==> src/rtl/voice_allocator.sv <==
// Voice allocator: debounces 12 raw key bits and maps up to three held
// keys onto three note-code voices, with optional oldest-voice stealing.
//
// Ports:
//   clk_in      - system clock
//   rst_in      - synchronous active-high reset
//   keys_in     - raw key vector, bit i = note code i+1
//   note_1_out  - voice 1 note code (0 = silent, 1..12 = C4..B4)
//   note_2_out  - voice 2 note code
//   note_3_out  - voice 3 note code
//   busy_out    - bit v set when voice v+1 holds a note
//   dropped_out - one-cycle pulse when a press finds no voice
module voice_allocator #(
   parameter int unsigned DEBOUNCE_CYCLES = 65536,
   parameter bit          STEAL_EN        = 1'b1,
   parameter int unsigned AGE_W           = 24
) (
   input  logic        clk_in,
   input  logic        rst_in,
   input  logic [11:0] keys_in,
   output logic [3:0]  note_1_out,
   output logic [3:0]  note_2_out,
   output logic [3:0]  note_3_out,
   output logic [2:0]  busy_out,
   output logic        dropped_out
);

   // The counter flips the key instead of reaching DEBOUNCE_CYCLES,
   // so it only has to hold DEBOUNCE_CYCLES-1.
   localparam int unsigned CNT_W =
      (DEBOUNCE_CYCLES < 2) ? 1 : $clog2(DEBOUNCE_CYCLES);
   localparam logic [CNT_W-1:0] CNT_LAST =
      CNT_W'(DEBOUNCE_CYCLES - 1);

   logic [11:0]            db_q, db_d;
   logic [11:0]            prev_q;
   logic [11:0]            rise_q, fall_q;
   logic [11:0]            pend_q, pend_d;
   logic [11:0][CNT_W-1:0] cnt_q, cnt_d;

   logic [2:0][3:0]        note_q, note_d, note_rel;
   logic [2:0][AGE_W-1:0]  age_q, age_d;
   logic [2:0][11:0]       held;
   logic [2:0]             busy_q, busy_d;
   logic [2:0]             free, load;
   logic                   drop_q, drop_d;

   logic [11:0]            cand, svc_oh;
   logic [3:0]             svc_code;
   logic                   svc_vld, svc_held;
   logic [1:0]             free_idx, old_idx, tgt_idx;
   logic                   tgt_vld;

   // Per-key debounce
   always_comb begin
      db_d  = db_q;
      cnt_d = '0;
      for (int i = 0; i < 12; i++) begin
         if (keys_in[i] != db_q[i]) begin
            if (cnt_q[i] == CNT_LAST) begin
               db_d[i] = ~db_q[i];
            end else begin
               cnt_d[i] = cnt_q[i] + 1'b1;
            end
         end
      end
   end

   // Release, service and allocation
   always_comb begin
      held = '0;
      for (int v = 0; v < 3; v++) begin
         for (int k = 0; k < 12; k++) begin
            if (note_q[v] == 4'(k + 1)) begin
               held[v][k] = 1'b1;
            end
         end
      end

      // Releases land first so a freed voice serves this cycle.
      for (int v = 0; v < 3; v++) begin
         note_rel[v] = (|(held[v] & fall_q)) ? 4'd0 : note_q[v];
         free[v]     = (note_rel[v] == 4'd0);
      end

      // A press withdrawn this cycle is never serviced.
      cand    = pend_q & ~fall_q;
      svc_oh  = cand & (~cand + 12'd1);
      svc_vld = |cand;

      svc_code = '0;
      for (int k = 0; k < 12; k++) begin
         if (svc_oh[k]) begin
            svc_code = 4'(k + 1);
         end
      end

      svc_held = 1'b0;
      for (int v = 0; v < 3; v++) begin
         if (svc_vld && note_rel[v] == svc_code) begin
            svc_held = 1'b1;
         end
      end

      if (free[0]) begin
         free_idx = 2'd0;
      end else if (free[1]) begin
         free_idx = 2'd1;
      end else begin
         free_idx = 2'd2;
      end

      // Strict compare keeps ties on the lower voice.
      old_idx = 2'd0;
      if (age_q[1] > age_q[0]) begin
         old_idx = 2'd1;
      end
      if (age_q[2] > age_q[old_idx]) begin
         old_idx = 2'd2;
      end

      tgt_vld = svc_vld & ~svc_held & ((|free) | STEAL_EN);
      tgt_idx = (|free) ? free_idx : old_idx;
      drop_d  = svc_vld & ~svc_held & ~(|free) & ~STEAL_EN;

      load = '0;
      if (tgt_vld) begin
         load[tgt_idx] = 1'b1;
      end

      for (int v = 0; v < 3; v++) begin
         note_d[v] = load[v] ? svc_code : note_rel[v];
         busy_d[v] = (note_d[v] != 4'd0);
         age_d[v]  = '0;
         if (!load[v] && busy_d[v]) begin
            age_d[v] = (&age_q[v]) ? age_q[v] : age_q[v] + 1'b1;
         end
      end

      pend_d = (pend_q & ~fall_q & ~svc_oh) | rise_q;
   end

   always_ff @(posedge clk_in) begin
      if (rst_in) begin
         db_q   <= '0;
         prev_q <= '0;
         rise_q <= '0;
         fall_q <= '0;
         pend_q <= '0;
         cnt_q  <= '0;
         note_q <= '0;
         age_q  <= '0;
         busy_q <= '0;
         drop_q <= 1'b0;
      end else begin
         db_q   <= db_d;
         prev_q <= db_q;
         rise_q <= db_q & ~prev_q;
         fall_q <= ~db_q & prev_q;
         pend_q <= pend_d;
         cnt_q  <= cnt_d;
         note_q <= note_d;
         age_q  <= age_d;
         busy_q <= busy_d;
         drop_q <= drop_d;
      end
   end

   assign note_1_out  = note_q[0];
   assign note_2_out  = note_q[1];
   assign note_3_out  = note_q[2];
   assign busy_out    = busy_q;
   assign dropped_out = drop_q;

endmodule
==> config.mk <==
export PLATFORM = sky130hd
export DESIGN_NAME = voice_allocator
export DESIGN_NICKNAME = d
export VERILOG_FILES = /design/src/rtl/voice_allocator.sv
export SDC_FILE = /design/constraint.sdc
export NUM_CORES = 1
export LEC_CHECK = 0
export BUFFER_PORTS_ARGS = -buffer_cell sky130_fd_sc_hd__buf_2
export CAP_MARGIN = 5
export CORE_AREA = 2 2 171 173
export DETAILED_ROUTE_END_ITERATION = 10
export DIE_AREA = 0 0 173 175
export GPL_TIMING_DRIVEN = 0
export PLACE_DENSITY = 0.76
export SYNTH_ARGS = -nofsm -noshare
export SYNTH_HDL_FRONTEND = slang
export SYNTH_SLANG_ARGS = --single-unit
==> constraint.sdc <==
create_clock -name clk_in -period 5.2 [get_ports clk_in]
set_clock_uncertainty 0.2 [all_clocks]
set_input_delay 0.52 -clock clk_in [delete_from_list [all_inputs] [get_ports clk_in]]
set_output_delay 0.52 -clock clk_in [all_outputs]
set_load 0.005 [all_outputs]
==> results.json <==
{
  "synth-main-ff-cell": "dfxtp_1",
  "fin_setup_tns_ps": 0,
  "root_buffer": "clkbuf_16",
  "wl_per_cell_um": 14.0,
  "postCtsHoldBufs": 0,
  "grt_pass1_vias": 12100,
  "via_per_inst": 5.35,
  "dpl_cell_area_um2": 16500,
  "status": "complete, no violations",
  "die_x_um": 173,
  "hold_start": "keys_in[0]",
  "power.internal_w": 0.00418,
  "synthTopCellsByArea": "dfxtp_1 (43%), nor2_1 (8.4%), xor2_1 (7.8%), xnor2_1 (5.7%), ha_1 (5.0%)",
  "yosys.area_share.xor_xnor_pct": 13.5,
  "p_switching_w": 0.00113,
  "place.gp.congestion": 0.885,
  "syn_inst": 1820,
  "hold_viol": 0,
  "ff2ff_path_depth": 18,
  "worst_pin_slew_ps": 837,
  "firstDrtPassIters": 5,
  "period_needed_ps": 4920,
  "clock.fmax_mhz": 203,
  "drive_above_1_share_pct": 7.67,
  "drv_slew": 0,
  "cts_buffer_depth": 3,
  "clock_sinks": 339,
  "r2r_start": "age_q[15]$_SDFFE_PP0N_",
  "dp_hpwl_um": 23100,
  "clockPowerShare_pct": 49.4,
  "swShare_pct": 21.3,
  "comb_power_share_pct": 1.4,
  "seq_area_frac_synth_pct": 42.7,
  "synthMuxAreaShare_pct": 3.82,
  "final_nets": 1965,
  "cp-startpoint": "age_q[15]$_SDFFE_PP0N_",
  "clock_latency_ps": 530,
  "num_rows": 62,
  "crit_type": "flop to flop",
  "reg2reg_slack_ps": 280,
  "portBuffers": 28,
  "die_area_um2": 30300,
  "ys_seq_elements": 339,
  "p_per_area_nw_per_um2": 298,
  "min_to": "db_q[0]$_SDFFE_PP0P_",
  "io_pins": 30,
  "crit_path_max_fanout": 10,
  "relSlewSlack_pct": 44.2,
  "grt_remaining_overflow": 0,
  "antenna_left": 0,
  "cts_tree": "yes",
  "end_kind": "flop",
  "grt_antenna_before_repair": 0,
  "cap_violations": 0,
  "grt_max_degree": 14,
  "yosys_warnings": 0,
  "fin_cells": 2300,
  "synth_most_common_cell": "nor2_1",
  "start_kind": "flop",
  "hold_ws_ps": 64.7,
  "period_share_pct": 94.6,
  "postLayoutCellArea_um2": 17800,
  "grt_first_pass_wirelength_um": 55100,
  "detail_route.iter0.violations": 525,
  "synth_top_family_by_area": "simple AND/OR/NAND/NOR gates",
  "worstHoldPathType": "input pin to flop",
  "die_y_um": 175,
  "clk_pin_slew_ps": 60,
  "holdPathStages": 3,
  "diodes": 0,
  "p_leak_nw": 6.76,
  "synth_top_area_share_pct": 42.7,
  "synth_top_cells_by_count": "nor2_1 (358), dfxtp_1 (339), nand2_1 (147)",
  "syn-num-nets": 1897,
  "yosys.area_share.adder_pct": 4.96,
  "num_vias": 12300,
  "synth_area_um2": 15900,
  "core_area_um2": 28400,
  "synthDistinctLibCells": 76,
  "seqPwrFrac_pct": 49.2,
  "crit_required_ps": 5420,
  "start_util_pct": 56.0,
  "worstPathArrival_ps": 5140,
  "grtUsageTotal_pct": 21.4,
  "timing.rr.end": "age_q[52]$_SDFFE_PP0N_",
  "wirelength_um": 32300,
  "synthArstFlopShare_pct": 0,
  "synth_compound_area_share_pct": 5.42,
  "areaGrowthSynthToFinish_pct": 12.0,
  "fin_util_pct": 62.7,
  "numPlacedInstances": 2232,
  "htree_levels": 2,
  "drc": 0,
  "yosys.area_share.simple_pct": 26.6,
  "setup_viol": 0,
  "syn-mean-instance-area_um2": 8.74,
  "synth_top_cell_by_area": "dfxtp_1",
  "synth_edf_count": 0,
  "ir_drop_mv": 0.270,
  "numCtsBuffers": 37
}
[cell usage in the layout, fill, tap and decap left out, types with 17 or more instances in the layout]
master and count:
a21oi_1 39, and3_1 59, and4_1 17, buf_2 30, clkbuf_1 42, clkbuf_16 38, dfxtp_1 338, ha_1 63
inv_1 56, mux2i_1 48, nand2_1 147, nand3_1 95, nand4_1 46, nor2_1 358, nor2b_1 50, o21ai_0 22
or3_1 19, xnor2_1 104, xor2_1 142
[critical path, cell delays in order, from the launching register on]
cell	delay (ps)
dfxtp_1	390
inv_1	120
ha_1	300
and4_1	210
nand4_1	120
a311o_1	340
nand4_1	140
nand3_4	170
buf_4	250
mux2i_1	150
ha_1	330
nand4_1	240
nor4_4	370
o311ai_0	170
o2111a_1	210
or4_4	570
o211ai_4	280
buf_6	190
nor2_1	50
[final cells by class]
class | count | area (µm²)
buffer | 53 | 264
timing repair buffer | 30 | 150
sequential | 339 | 6790
clock inverter | 15 | 155
clock buffer | 52 | 1070
multi-input combinational | 1371 | 8690
inverter | 56 | 210
tap | 384 | 480
fill | 2447 | 10600
[repair_timing]
action	CTS	global route
setup buffers	0	0
pin swaps	0	1
resized for setup	3	11
setup endpoints to repair	87	85
[kinds of logic (layout without fill, tap and decap cells)]
family | count (synthesis) | count (layout)
AO/OA/AOI/OAI | 123 | 123
XOR/XNOR | 246 | 246
adder cells (fa/ha/maj) | 63 | 63
buffers and inverters | 110 | 206
flip-flops | 339 | 339
multiplexers | 58 | 58
other | 1 | 1
AND/OR/NAND/NOR | 880 | 880
[registers in the layout, indices dropped and copies added (netlist names)]
register / count
db_q: 12
note_2_out: 4
note_1_out: 4
rise_q: 12
cnt_q: 192
fall_q: 12
prev_q: 12
busy_out: 3
pend_q: 12
age_q: 72
note_3_out: 4
[how the worst max path moves through the flow]
stage	cells past startpoint	end	slack (ps)
global placement	19	age_q[58]$_SDFFE_PP0N_	-430
finish	18	age_q[52]$_SDFFE_PP0N_	280
detailed placement	19	age_q[67]$_SDFFE_PP0N_	-580
floorplan	19	age_q[56]$_SDFFE_PP0N_	330
global route	20	age_q[38]$_SDFFE_PP0N_	-40
CTS	18	age_q[52]$_SDFFE_PP0N_	30
[stage by stage]
stage               setup WS, ps  total power [W]
floorplan                    325          0.00272
CTS                         32.9          0.00536
global placement            -432          0.00274
finish                       280          0.00531
global route               -44.2          0.00548
detailed placement          -578          0.00275
[layer usage]
layer	global-route usage [%]	routed length, µm	share of wire, %
met4	7.52	1040	3.2
met3	4.11	1360	4.2
met1	25.7	14100	44
met2	38.3	15800	49
met5	0	0	0
[power by group through the flow]
stage / Combinational (W) / Sequential (W) / Clock, W
floorplan: 0.0000472 / 0.00267 / 0
CTS: 0.0000750 / 0.00261 / 0.00267
global placement: 0.0000722 / 0.00267 / 0
global route: 0.0000840 / 0.00261 / 0.00278
detailed placement: 0.0000745 / 0.00267 / 0
finish: 0.0000737 / 0.00261 / 0.00262
Note: power is estimated with default switching activity, not from simulation.
